[config.mk]
export PLATFORM = sky130hd
export DESIGN_NAME = uart_rx
export DESIGN_NICKNAME = d
export VERILOG_FILES = /design/src/rtl/uart_rx.sv
export SDC_FILE = /design/constraint.sdc
export NUM_CORES = 1
export LEC_CHECK = 0
export BUFFER_PORTS_ARGS = -buffer_cell sky130_fd_sc_hd__buf_2
export CAP_MARGIN = 20
export CORE_MARGIN = 2
export CORE_UTILIZATION = 61
export CTS_CLUSTER_DIAMETER = 100
export DETAILED_ROUTE_END_ITERATION = 10
export PLACE_DENSITY_LB_ADDON = 0.15
export SYNTH_ARGS = -nofsm -noshare
export SYNTH_HDL_FRONTEND = slang
export SYNTH_SLANG_ARGS = --single-unit
[constraint.sdc]
create_clock -name clk -period 3.9 [get_ports clk]
set_input_delay 1.17 -clock clk [delete_from_list [all_inputs] [get_ports clk]]
set_output_delay 1.17 -clock clk [all_outputs]
set_load 0.01 [all_outputs]
[src/rtl/uart_rx.sv]
// 8N1 UART receiver: oversampled start-bit qualification, mid-cell sampling, LSB first, rxrdy/read handshake.
// Define UART_RX_PARITY_EN to receive an even parity bit between the data bits and the stop bit.
module uart_rx #(
  parameter int OVERSAMPLE = 16,
  parameter int DATA_BITS  = 8
) (
  input  logic                 clk,
  input  logic                 reset,
  input  logic                 rx,
  input  logic                 read,
  output logic [DATA_BITS-1:0] data,
  output logic                 rxrdy,
  output logic                 frame_err,
  output logic                 parity_err,
  output logic                 overrun
);

  localparam int CW = $clog2(OVERSAMPLE);
  localparam int IW = $clog2(DATA_BITS) + 1;
  localparam logic [CW-1:0] HALF_CELL = CW'(OVERSAMPLE / 2 - 1);
  localparam logic [CW-1:0] LAST_TICK = CW'(OVERSAMPLE - 1);
  localparam logic [IW-1:0] LAST_BIT  = IW'(DATA_BITS - 1);

  typedef enum logic [2:0] {IDLE, START, DATA, PARITY, STOP, BRK} state_t;

  state_t               state, state_nx;
  logic                 sync1, rx_s;
  logic [CW-1:0]        cnt, cnt_nx;
  logic [IW-1:0]        idx, idx_nx;
  logic [DATA_BITS-1:0] shreg, shreg_nx;
  logic                 load;

  // NOTE: synchronizer resets to the idle line level so reset release cannot look like a start bit.
  always_ff @(posedge clk or posedge reset) begin
    if (reset) begin
      sync1 <= 1'b1;
      rx_s  <= 1'b1;
    end else begin
      // NOTE: non-blocking assignments keep both flops sampling the same edge; blocking would collapse them into one.
      sync1 <= rx;
      rx_s  <= sync1;
    end
  end

`ifdef UART_RX_PARITY_EN
  logic par_bit, par_bit_nx;
`endif

  always_ff @(posedge clk or posedge reset) begin
    if (reset) begin
      state <= IDLE;
      cnt   <= '0;
      idx   <= '0;
      shreg <= '0;
`ifdef UART_RX_PARITY_EN
      par_bit <= 1'b0;
`endif
    end else begin
      state <= state_nx;
      cnt   <= cnt_nx;
      idx   <= idx_nx;
      shreg <= shreg_nx;
`ifdef UART_RX_PARITY_EN
      par_bit <= par_bit_nx;
`endif
    end
  end

  always_comb begin
    // NOTE: every output of this block gets a default first, so no path can infer a latch.
    state_nx = state;
    cnt_nx   = cnt + 1'b1;
    idx_nx   = idx;
    shreg_nx = shreg;
    load     = 1'b0;
`ifdef UART_RX_PARITY_EN
    par_bit_nx = par_bit;
`endif
    case (state)
      IDLE: begin
        cnt_nx = '0;
        if (!rx_s) state_nx = START;
      end
      START: begin
        if (cnt == HALF_CELL) begin
          cnt_nx = '0;
          idx_nx = '0;
          state_nx = rx_s ? IDLE : DATA;
        end
      end
      DATA: begin
        // cnt is cleared explicitly so OVERSAMPLE need not be a power of two.
        if (cnt == LAST_TICK) begin
          cnt_nx   = '0;
          shreg_nx = {rx_s, shreg[DATA_BITS-1:1]};
          idx_nx   = idx + 1'b1;
          if (idx == LAST_BIT) begin
`ifdef UART_RX_PARITY_EN
            state_nx = PARITY;
`else
            state_nx = STOP;
`endif
          end
        end
      end
`ifdef UART_RX_PARITY_EN
      PARITY: begin
        if (cnt == LAST_TICK) begin
          cnt_nx     = '0;
          par_bit_nx = rx_s;
          state_nx   = STOP;
        end
      end
`endif
      STOP: begin
        if (cnt == LAST_TICK) begin
          cnt_nx   = '0;
          load     = 1'b1;
          state_nx = rx_s ? IDLE : BRK;
        end
      end
      BRK: begin
        cnt_nx = '0;
        if (rx_s) state_nx = IDLE;
      end
      default: state_nx = IDLE;
    endcase
  end

  // A load on the same clock as read wins: the byte stays unread and is not an overrun.
  always_ff @(posedge clk or posedge reset) begin
    if (reset) begin
      data      <= '0;
      rxrdy     <= 1'b0;
      frame_err <= 1'b0;
      overrun   <= 1'b0;
    end else if (load) begin
      data      <= shreg;
      frame_err <= ~rx_s;
      rxrdy     <= 1'b1;
      overrun   <= rxrdy & ~read;
    end else if (read) begin
      rxrdy   <= 1'b0;
      overrun <= 1'b0;
    end
  end

`ifdef UART_RX_PARITY_EN
  always_ff @(posedge clk or posedge reset) begin
    if (reset)     parity_err <= 1'b0;
    else if (load) parity_err <= ^{shreg, par_bit};
  end
`else
  assign parity_err = 1'b0;
`endif

endmodule

# == Word-level counts from Yosys, hierarchy flattened ==
# Cells that the tools add are included.
# op_classes
addsub,2
n_eq_ne,13
n_mux,20
bitwise_logic,3
n_reduce_logical,8
# op_table
cell,n
$mux W3,7
$mux W4,4
$pmux W3 S5,1
$ne A2 B2 Y1 const B,6
$pmux W4 S3,1
$add A4 B1 Y4 const B,2
$eq A4 B3 Y1 const B,2
$pmux W4 S2,1
$eq A3 B3 Y1 const B,2
$reduce_and A6 Y1,1
$mux W1,5
$eq A4 B4 Y1 const B,1
$reduce_bool A2 Y1,2
$reduce_or A2 Y1,2
$eq A3 B1 Y1 const B,1
$eq A3 B2 Y1 const B,1
$logic_not A3 Y1,1
$reduce_and A3 Y1,1
$mux W2,1
$not A1 Y1,2
$reduce_and A2 Y1,1
$and A1 B1 Y1,1
# totals
reg_bits,32
out_inout_bits,12

# == Logic depth before layout (Yosys ltp) ==
# Gate-level depths: netlist (run 1).
# depth
word_depth,4
depth_mapped,5
depth_no_buf,4

# == Least setup slack after synthesis (run 1) ==
# Ideal clock, no wire load.
# synth_path
path_type,flip-flop to output port
startpoint,reg rxrdy
endpoint,out rxrdy
arrival_ns,0.394
t_required_ns,2.730
path_slack_ns,2.336
path_stages_with_launch,1
path_cell_list,dfrtp_1
# synth_lines
item,line_no,rtl
start: declaration,12,"output logic rxrdy,"
start signal: assignment,134,rxrdy <= 1'b0;
start signal: assignment,140,rxrdy <= 1'b1;
start signal: assignment,143,rxrdy <= 1'b0;
# No word-level cell between the ends.

# == Worst setup path after layout (run 1) ==
# layout_path
startpoint,reg rxrdy
endpoint,out rxrdy
# No word-level cell between the ends.

==> impl_metrics.py, run 1 <==
metrics = {
    "outcome": {
        "status": "completed",
    },
    "global_route": {
        "grt_util_all_layers_pct": 21.2,
        "grt_max_degree": 22,
        "first_global_vias": 962,
        "grt_first_pass_wirelength_mm": 4.22,
        "grt_overflow": 0,
        "antenna_found_initial": 0,
    },
    "finish": {
        "syn2layout_area_growth_pct": 13.2,
        "multiInputGateArea_um2": 632,
        "layout_common_cells": "dfrtp_1, buf_2, mux2_2, mux2_4",
        "fin_area_um2": 1690,
        "final_common_cell": "dfrtp_1",
        "utilization_pct": 74.9,
        "layout.nets": 139,
        "seq_area_um2": 803,
        "drive_above_1_share_pct": 37.3,
        "n_fill_cell": 166,
        "antenna_cells": 0,
    },
    "timing": {
        "period_share_pct": 52.3,
        "maxSlewViolCount": 0,
        "finalSetupViolations": 0,
        "fmax_mhz": 490,
        "relSlewSlack_pct": 62.7,
        "fin_crit_ps": 2040,
        "finClkSkew_ps": 14.7,
        "finalHoldViolCount": 0,
        "worst_pin_slew_ps": 559,
        "grt_setup_unrepaired": "false",
        "finalSetupTns_ps": 0,
    },
    "logic_synthesis": {
        "ys_ff_latch": 32,
        "syn_inst": 116,
        "yosysWarnings": 0,
        "synth-seq-area-share_pct": 53.8,
        "synth_nets": 122,
        "syn_area_um2": 1490,
        "synth.avg_cell_area_um2": 12.9,
        "synth.distinct_cells": 42,
    },
    "placement": {
        "gp_congestion": 0.721,
        "io_buffers": 14,
        "hpwlAfterDp_mm": 1.77,
        "placed_area_um2": 1590,
    },
    "worst_hold_path": {
        "hold_path.class": "flop to flop",
        "holdPathStages": 0,
    },
    "die": {
        "core_area_um2": 2250,
        "die_area_um2": 2860,
        "initial_core_util_pct": 66.2,
        "pin_count": 16,
        "fp.dieH_um": 53.5,
        "die_w_um": 53.5,
        "placementRows": 17,
    },
    "routing": {
        "vias": 949,
        "wl_per_cell_um": 15.5,
        "dr.pass1.iters": 4,
        "drtAntennaViolNets": 0,
        "drt-initial-drc-count": 12,
        "drt_wl_total_mm": 2.51,
        "avgViaCountPerCell": 5.86,
        "drc_errors": 0,
    },
    "cts": {
        "postCtsSetupBuffers": 0,
        "clockBufferDepth": 2,
        "cts_max_level": 2,
        "cts_made_buffers": 5,
        "root_buffer": "clkbuf_4",
        "post_cts_resized": 0,
        "cts_tree": "yes",
        "worst_skew_pair.late_latency_ps": 330,
        "ctsHoldBuffers": 0,
        "cts.sinks": 32,
        "clk_pin_slew_ps": 90,
    },
    "critical_path": {
        "setup.worst_path.start_class": "flop",
        "cp.depth": 1,
        "crit_type": "flop to output pin",
        "crit_path_max_incr_delay_ps": 410,
        "r2r_cells": 4,
        "critPathTopFamily": "flip-flops",
        "critical_path_required_ps": 2730,
        "endpoint_kind": "output pin",
        "slowest_stage": "dfrtp_1",
        "worstPathArrival_ps": 870,
        "worstPathCellList": "buf_2",
        "worstPathMaxFanout": 3,
        "crit_buf_inv": 1,
    },
    "power": {
        "ir_drop_v": 0.000492,
        "power_uw": 836,
        "p_leak_uw": 0.000840,
        "power_density_nw_per_um2": 495,
    },
    "run": {
        "max_cap_viol_count": 0,
    },
}
[power breakdown]
| group | switching [uW] | internal (uW) | total (uW) |
|---|---|---|---|
| Sequential | 50.0 | 361 | 411 |
| Clock | 108 | 170 | 278 |
| Combinational | 74.8 | 72.3 | 147 |
| Total | 233 | 603 | 836 |
[per-layer routing]
metal	share of wire, %	wire length (um)	global-route usage, %
met3	4.2	106	7.34
met5	0	0	0
met4	1.6	40	8.97
met1	47	1170	27.2
met2	47	1190	32.5
[path summary, 6_finish.rpt]
| check | startpoint | to | slack [ps] |
|---|---|---|---|
| max | rxrdy$_DFFE_PP0P_ | rxrdy | 1860 |
| min | sync1$_DFF_PP1_ | rx_s$_DFF_PP1_ | 360 |
| max reg2reg | cnt[0]$_DFF_PP0_ | shreg[7]$_DFFE_PP0P_ | 2120 |
| min reg2reg | sync1$_DFF_PP1_ | rx_s$_DFF_PP1_ | 360 |
| max in group asynchronous | reset | sync1$_DFF_PP1_ | 2480 |
| min in group asynchronous | reset | idx[3]$_DFFE_PP0P_ | 870 |
[synthesized netlist by cell type (all sizes together)]
library cell	instances	area (um^2)
nor2b	2	12.5
and3	1	11.3
nor2	2	7.51
a221oi	1	8.76
nor3b	3	27.5
clkbuf	1	5.00
a21o	1	7.51
a211oi	2	20.0
buf	5	33.8
nor3	3	15.0
nand3b	4	42.5
o311ai	1	16.3
a31oi	1	6.26
dfrtp	30	751
nand3	6	35.0
o31a	1	8.76
o211a	1	10.0
xor2	2	17.5
mux2	16	206
or3b	2	17.5
dfstp	2	52.6
or4b	1	10.0
nand2b	2	12.5
conb	1	3.75
nand2	3	13.8
o31ai	2	15.0
o2bb2ai	1	8.76
inv	5	18.8
o21ai	5	25.0
a21oi	4	20.0
ha	2	25.0
mux2i	2	20.0
o211ai	1	7.51
[cells by family (layout without fill, tap and decap cells)]
| group | count (synthesis) | count (layout) | share of synthesized area [%] |
|---|---|---|---|
| XOR/XNOR | 2 | 2 | 1.17 |
| flip-flops | 32 | 32 | 53.8 |
| AND/OR/NAND/NOR | 29 | 29 | 13.7 |
| other | 1 | 1 | 0.251 |
| adder cells (fa/ha/maj) | 2 | 2 | 1.68 |
| buffers and inverters | 11 | 29 | 3.86 |
| AO/OA/AOI/OAI | 21 | 21 | 10.3 |
| multiplexers | 18 | 18 | 15.2 |
[registers in the layout (all words and copies together) (netlist names)]
| name | count |
|---|---|
| rx_s | 1 |
| sync1 | 1 |
| idx | 4 |
| overrun | 1 |
| frame_err | 1 |
| data | 8 |
| shreg | 8 |
| state | 3 |
| cnt | 4 |
| rxrdy | 1 |
[through the flow]
stage                     worst slack [ps]  instances  hold WS, ps
final                                 1860        162          361
after floorplan                       2040        116          345
after global routing                  1830        162          367
after CTS                             1840        162          364
after global placement                1670        153          350
after detailed placement              2120        154          352
[cell type report]
type,count,area share (%)
Sequential cell,32,47.6
Inverter,5,1.11
Timing Repair Buffer,16,6.22
Tap cell,28,2.07
Multi-Input combinational cell,73,37.4
Clock inverter,1,1.78
Clock buffer,7,3.85
Note: power is estimated with default switching activity, not from simulation.
==> run 2: changes to the inputs <==
Settings changed: ABC_AREA set to 1, CORE_UTILIZATION 61 to 57.
Clock period 3.9 ns to 2.05 ns, I/O delays scaled along.
==> run 2 against run 1 <==
Via count up 14%; setup slack got worse by 1500 ps; combinational power rose to 2.7 times the previous value; die area is 6.8% higher; clock skew down 5.4 ps; core utilization decreased by 9.4 points; largest cell class unchanged; critical endpoint is now overrun$_DFFE_PP0P_; critical path type is now flop to flop; power grew 75%; final area down 3.9%; first-iteration DRC count increased to 2.5 times the previous value.
==> impl_metrics.py, run 2 <==
metrics = {
    "critical_path": {
        "cp-startpoint": "cnt[0]$_DFF_PP0_",
        "worstPathArrival_ps": 1920,
        "endpoint_kind": "flop",
        "worstPathMaxFanout": 21,
        "critical_path_required_ps": 2270,
        "crit_type": "flop to flop",
        "r2r_start": "cnt[0]$_DFF_PP0_",
        "setup.worst_path.start_class": "flop",
    },
    "routing": {
        "highest_layer": "met4",
        "vias": 1079,
        "dr.pass1.iters": 4,
        "dr_wl_met3_um": 107,
        "drtAntennaViolNets": 0,
        "drt-initial-drc-count": 30,
        "drt_wl_total_mm": 2.45,
        "drc_errors": 0,
        "wl_per_cell_um": 11.8,
        "met2_length_mm": 1.15,
        "avgViaCountPerCell": 5.19,
        "met1_length_mm": 1.14,
    },
    "finish": {
        "fin_area_um2": 1620,
        "layout_common_cells": "nand2_1, dfrtp_1, inv_1, buf_2, o21ai_1",
        "n_fill_cell": 209,
        "final_common_cell": "nand2_1",
        "drive_above_1_share_pct": 25.3,
        "layout.nets": 183,
        "top_regs": "data (8), shreg (8)",
        "syn2layout_area_growth_pct": 8.35,
        "utilization_pct": 65.5,
        "antenna_cells": 0,
    },
    "placement": {
        "gp_congestion": 0.844,
        "placed_area_um2": 1570,
        "dp_slack_ps": 356,
        "hpwlAfterDp_mm": 1.85,
        "io_buffers": 14,
    },
    "outcome": {
        "status": "completed",
    },
    "logic_synthesis": {
        "synth_top_cell_by_area": "dfrtp_1",
        "syn_area_um2": 1500,
        "synth-seq-area-share_pct": 53.6,
        "synth_edf_count": 0,
        "synth.distinct_cells": 26,
        "yosysMostFrequentCell": "nand2_1",
        "yosysWarnings": 0,
        "synth_common_cells": "nand2_1, dfrtp_1, inv_1",
        "yosysTopAreaCellShare_pct": 50.1,
        "synth.avg_cell_area_um2": 9.36,
        "synth-async-reset-ratio_pct": 100,
        "synth_area_leaders": "dfrtp_1, nand2_1, inv_1, nor2_4, o21ai_1",
        "ys_ff_latch": 32,
        "synth_nets": 166,
        "syn_inst": 160,
        "ys.flop_type": "dfrtp_1",
    },
    "cts": {
        "root_buffer": "clkbuf_4",
        "cts_tree": "yes",
        "clockBufferDepth": 2,
        "ctsHoldBuffers": 0,
        "cts_made_buffers": 5,
        "post_cts_resized": 0,
        "postCtsSetupBuffers": 0,
        "worst_skew_pair.late_latency_ps": 330,
        "cts_max_level": 2,
        "clk_pin_slew_ps": 90,
        "cts.sinks": 32,
    },
    "die": {
        "die_area_um2": 3050,
        "pin_count": 16,
        "placementRows": 18,
        "die_w_um": 55.3,
        "core_area_um2": 2480,
        "initial_core_util_pct": 60.5,
        "fp.dieH_um": 55.3,
    },
    "run": {
        "max_cap_viol_count": 0,
    },
    "global_route": {
        "grt_first_pass_wirelength_mm": 4.23,
        "grt_util_all_layers_pct": 17.8,
        "grt_overflow": 0,
        "antenna_found_initial": 0,
        "first_global_vias": 992,
        "grt_max_degree": 26,
    },
    "timing": {
        "fin_crit_ps": 1700,
        "finalSetupViolations": 0,
        "maxSlewViolCount": 0,
        "finClkSkew_ps": 9.37,
        "whs_ps": 234,
        "fmax_mhz": 589,
        "worst_slack_ps": 352,
        "finalSetupTns_ps": 0,
        "finalHoldViolCount": 0,
        "grt_setup_unrepaired": "false",
        "period_share_pct": 82.8,
    },
    "power": {
        "ir_drop_v": 0.000635,
        "p_leak_uw": 0.000797,
        "power_density_nw_per_um2": 903,
    },
    "worst_hold_path": {
        "hold_path.class": "primary input to async pin",
    },
}
==> run 2: power breakdown <==
group          switching [uW]  leakage [uW]  internal (uW)
clock network             203     0.0000293            133
logic                     255      0.000332            138
registers                62.3      0.000436            674
==> run 2: worst max-delay path, stage by stage, from the launching register on <==
cell and delay [ps]:
dfrtp_1 380, ha_1 250, nand3_2 140, inv_1 150, nand3_2 330, o31ai_1 340
==> run 2: metrics by stage <==
stage | cells | total power, uW
3_5_place_dp | 200 | 1150
6_report | 208 | 1470
4_1_cts | 208 | 1480
3_3_place_gp | 200 | 1130
2_1_floorplan | 160 | 1080
5_1_grt | 208 | 1560
==> run 2: cells by family (layout without fill, tap and decap cells) <==
family	after synthesis	after routing	share of synthesized area, %
DFF	32	32	53.6
buffers and inverters	23	41	8.02
AOI/OAI and AO/OA	23	23	8.27
adders and majority gates	2	2	1.67
and+or+nand+nor	77	77	27.0
other	1	1	0.250
xor gates and xnor gates	2	2	1.17
==> run 2: area by class of cell <==
class                      count  area (um^2)  area share, %
inverter                      18         67.6           4.16
tap                           30         37.5           2.31
timing repair buffer          15         90.1           5.55
sequential                    32          803           49.5
clock buffer                   7         45.0           2.78
multi-input combinational    105          574           35.4
clock inverter                 1         5.00          0.308
==> run 2: worst paths after layout <==
path / end / slack, ps / cells past startpoint
max: overrun$_DFFE_PP0P_ / 350 / 5
min: cnt[0]$_DFF_PP0_ / 230 / 2
max reg2reg: overrun$_DFFE_PP0P_ / 350 / 5
min reg2reg: rx_s$_DFF_PP1_ / 360 / 0
max in group asynchronous: rx_s$_DFF_PP1_ / 1310 / 3
min in group clk: rx_s$_DFF_PP1_ / 360 / 0
==> run 2: metal layers <==
layer / global-route usage, % / up-vias
met2: 27.9 / 28
met4: 9.41 / 0
li1: - / 537
met1: 22.4 / 507
met3: 4.92 / 7
met5: 0 / -
==> run 3: changes to the inputs <==
Clock period 2.05 ns to 1.6 ns, I/O delays scaled along.
==> run 3 against run 2 <==
Clock power is 86% higher; routed wire length is 6.0% higher; final cell count is 1.9% higher; power is 42% higher; die area stayed put; register-to-register slack worse by 220 ps; core utilization is 2.5 points higher; critical path depth is 2 higher; global-route usage is 1.8 points higher; first-iteration DRC count is 17% lower; setup slack worse by 220 ps; highest routed layer unchanged.
==> impl_metrics.py, run 3 (synthesized netlist as in run 2, its figures left out) <==
metrics = {
    "finish": {
        "layout.nets": 187,
        "fin_area_um2": 1690,
        "final_common_cell": "nand2_1",
        "instances_no_fill": 212,
        "n_fill_cell": 207,
        "layout_common_cells": "nand2_1, dfrtp_1, inv_1, buf_2, o21ai_1",
        "syn2layout_area_growth_pct": 12.5,
        "top_regs": "data (8), shreg (8)",
        "antenna_cells": 0,
        "drive_above_1_share_pct": 28.6,
    },
    "die": {
        "pin_count": 16,
        "die_area_um2": 3050,
        "die_w_um": 55.3,
        "initial_core_util_pct": 60.5,
        "core_area_um2": 2480,
        "placementRows": 18,
        "fp.dieH_um": 55.3,
    },
    "critical_path": {
        "worstPathMaxFanout": 17,
        "setup.worst_path.start_class": "flop",
        "worst_path_most_repeated_cell": "nand3_2",
        "r2r_start": "cnt[0]$_DFF_PP0_",
        "worstPathArrival_ps": 1710,
        "reg2reg_slack_ps": 130,
        "critical_path_required_ps": 1840,
        "slowest_stage": "dfrtp_1",
        "r2r_cells": 7,
        "r2r_end": "data[7]$_DFFE_PP0P_",
        "crit_path_max_incr_delay_ps": 390,
        "endpoint_kind": "flop",
        "worstPathCellList": "ha_2, nand3_2, inv_1, nand3_2, buf_4, nand2_1, o21ai_1",
        "crit_type": "flop to flop",
    },
    "worst_hold_path": {
        "hold_path.class": "primary input to async pin",
    },
    "timing": {
        "period_share_pct": 91.9,
        "grt_setup_unrepaired": "false",
        "finalHoldViolCount": 0,
        "whs_ps": 111,
        "fin_crit_ps": 1470,
        "maxSlewViolCount": 0,
        "finalSetupViolations": 0,
        "finalSetupTns_ps": 0,
        "finClkSkew_ps": 5.54,
        "fmax_mhz": 680,
    },
    "global_route": {
        "grt_first_pass_wirelength_mm": 4.56,
        "grt_max_degree": 23,
        "grt_overflow": 0,
        "antenna_found_initial": 0,
        "grt_util_all_layers_pct": 19.6,
        "first_global_vias": 1063,
    },
    "routing": {
        "drt_wl_total_mm": 2.60,
        "drt-initial-drc-count": 25,
        "avgViaCountPerCell": 5.18,
        "drc_errors": 0,
        "wl_per_cell_um": 12.3,
        "drtAntennaViolNets": 0,
        "dr.pass1.iters": 4,
        "vias": 1098,
    },
    "cts": {
        "root_buffer": "clkbuf_4",
        "clk_pin_slew_ps": 100,
        "clockBufferDepth": 2,
        "cts.sinks": 32,
        "cts_made_buffers": 5,
        "cts_tree": "yes",
        "ctsHoldBuffers": 0,
        "worst_skew_pair.late_latency_ps": 350,
        "cts_max_level": 2,
    },
    "power": {
        "power_density_nw_per_um2": 1240,
        "power_uw": 2080,
        "p_leak_uw": 0.000825,
        "ir_drop_v": 0.00106,
    },
    "placement": {
        "io_buffers": 14,
        "gp_congestion": 0.844,
        "placed_area_um2": 1580,
        "dp.cells": 203,
        "hpwlAfterDp_mm": 1.91,
    },
    "run": {
        "max_cap_viol_count": 0,
    },
    "outcome": {
        "status": "completed",
    },
}
==> run 3: critical path, delay by kind of cell (launching register included) <==
kind / cells / cell delay (ps)
AO/OA/AOI/OAI: 1 / 60
adder cells (fa/ha/maj): 1 / 220
buffers and inverters: 2 / 370
flip-flops: 1 / 390
AND/OR/NAND/NOR: 3 / 320
==> run 3: area by class of cell <==
| cell class | count | area, um^2 | share of cell area, % |
|---|---|---|---|
| inverter | 18 | 67.6 | 4.01 |
| multi-input combinational | 105 | 577 | 34.2 |
| clock inverter | 3 | 42.5 | 2.52 |
| timing repair buffer | 19 | 120 | 7.13 |
| sequential | 32 | 803 | 47.7 |
| clock buffer | 5 | 37.5 | 2.23 |
| tap | 30 | 37.5 | 2.23 |
==> run 3: how the worst max path moves through the flow <==
stage	startpoint	endpoint	slack, ps	cells past startpoint
2_1_floorplan	cnt[0]$_DFF_PP0_	overrun$_DFFE_PP0P_	310	7
3_3_place_gp	state[0]$_DFFE_PP0P_	shreg[6]$_DFFE_PP0P_	190	6
3_5_place_dp	cnt[0]$_DFF_PP0_	data[7]$_DFFE_PP0P_	120	7
4_1_cts	cnt[0]$_DFF_PP0_	data[7]$_DFFE_PP0P_	90	7
5_1_grt	cnt[0]$_DFF_PP0_	data[7]$_DFFE_PP0P_	20	7
6_report	cnt[0]$_DFF_PP0_	data[7]$_DFFE_PP0P_	130	7
==> run 3: repair_timing <==
| action | CTS | global route |
|---|---|---|
| gates resized for setup | 0 | 1 |
| setup buffers | 0 | 1 |
| endpoints found under the setup margin | 0 | 5 |
==> run 3: metal layers <==
metal	GRT usage, %	share of wire (%)	up-vias
li1	-	-	542
met1	23.6	44	529
met2	30.3	49	22
met3	5.39	4.2	5
met4	13.6	2.4	0
met5	0	0	-
==> run 3: per-stage QoR <==
stage               setup WS, ps  util [%]
floorplan                    309         -
global placement             187      63.9
detailed placement           116      63.9
CTS                         94.3      67.1
global route                23.6      68.0
finish                       129      68.0
==> run 3: power by group <==
group / internal, uW / switching (uW)
Sequential: 864 / 74.7
Clock: 325 / 299
Combinational: 181 / 340
Total: 1370 / 714
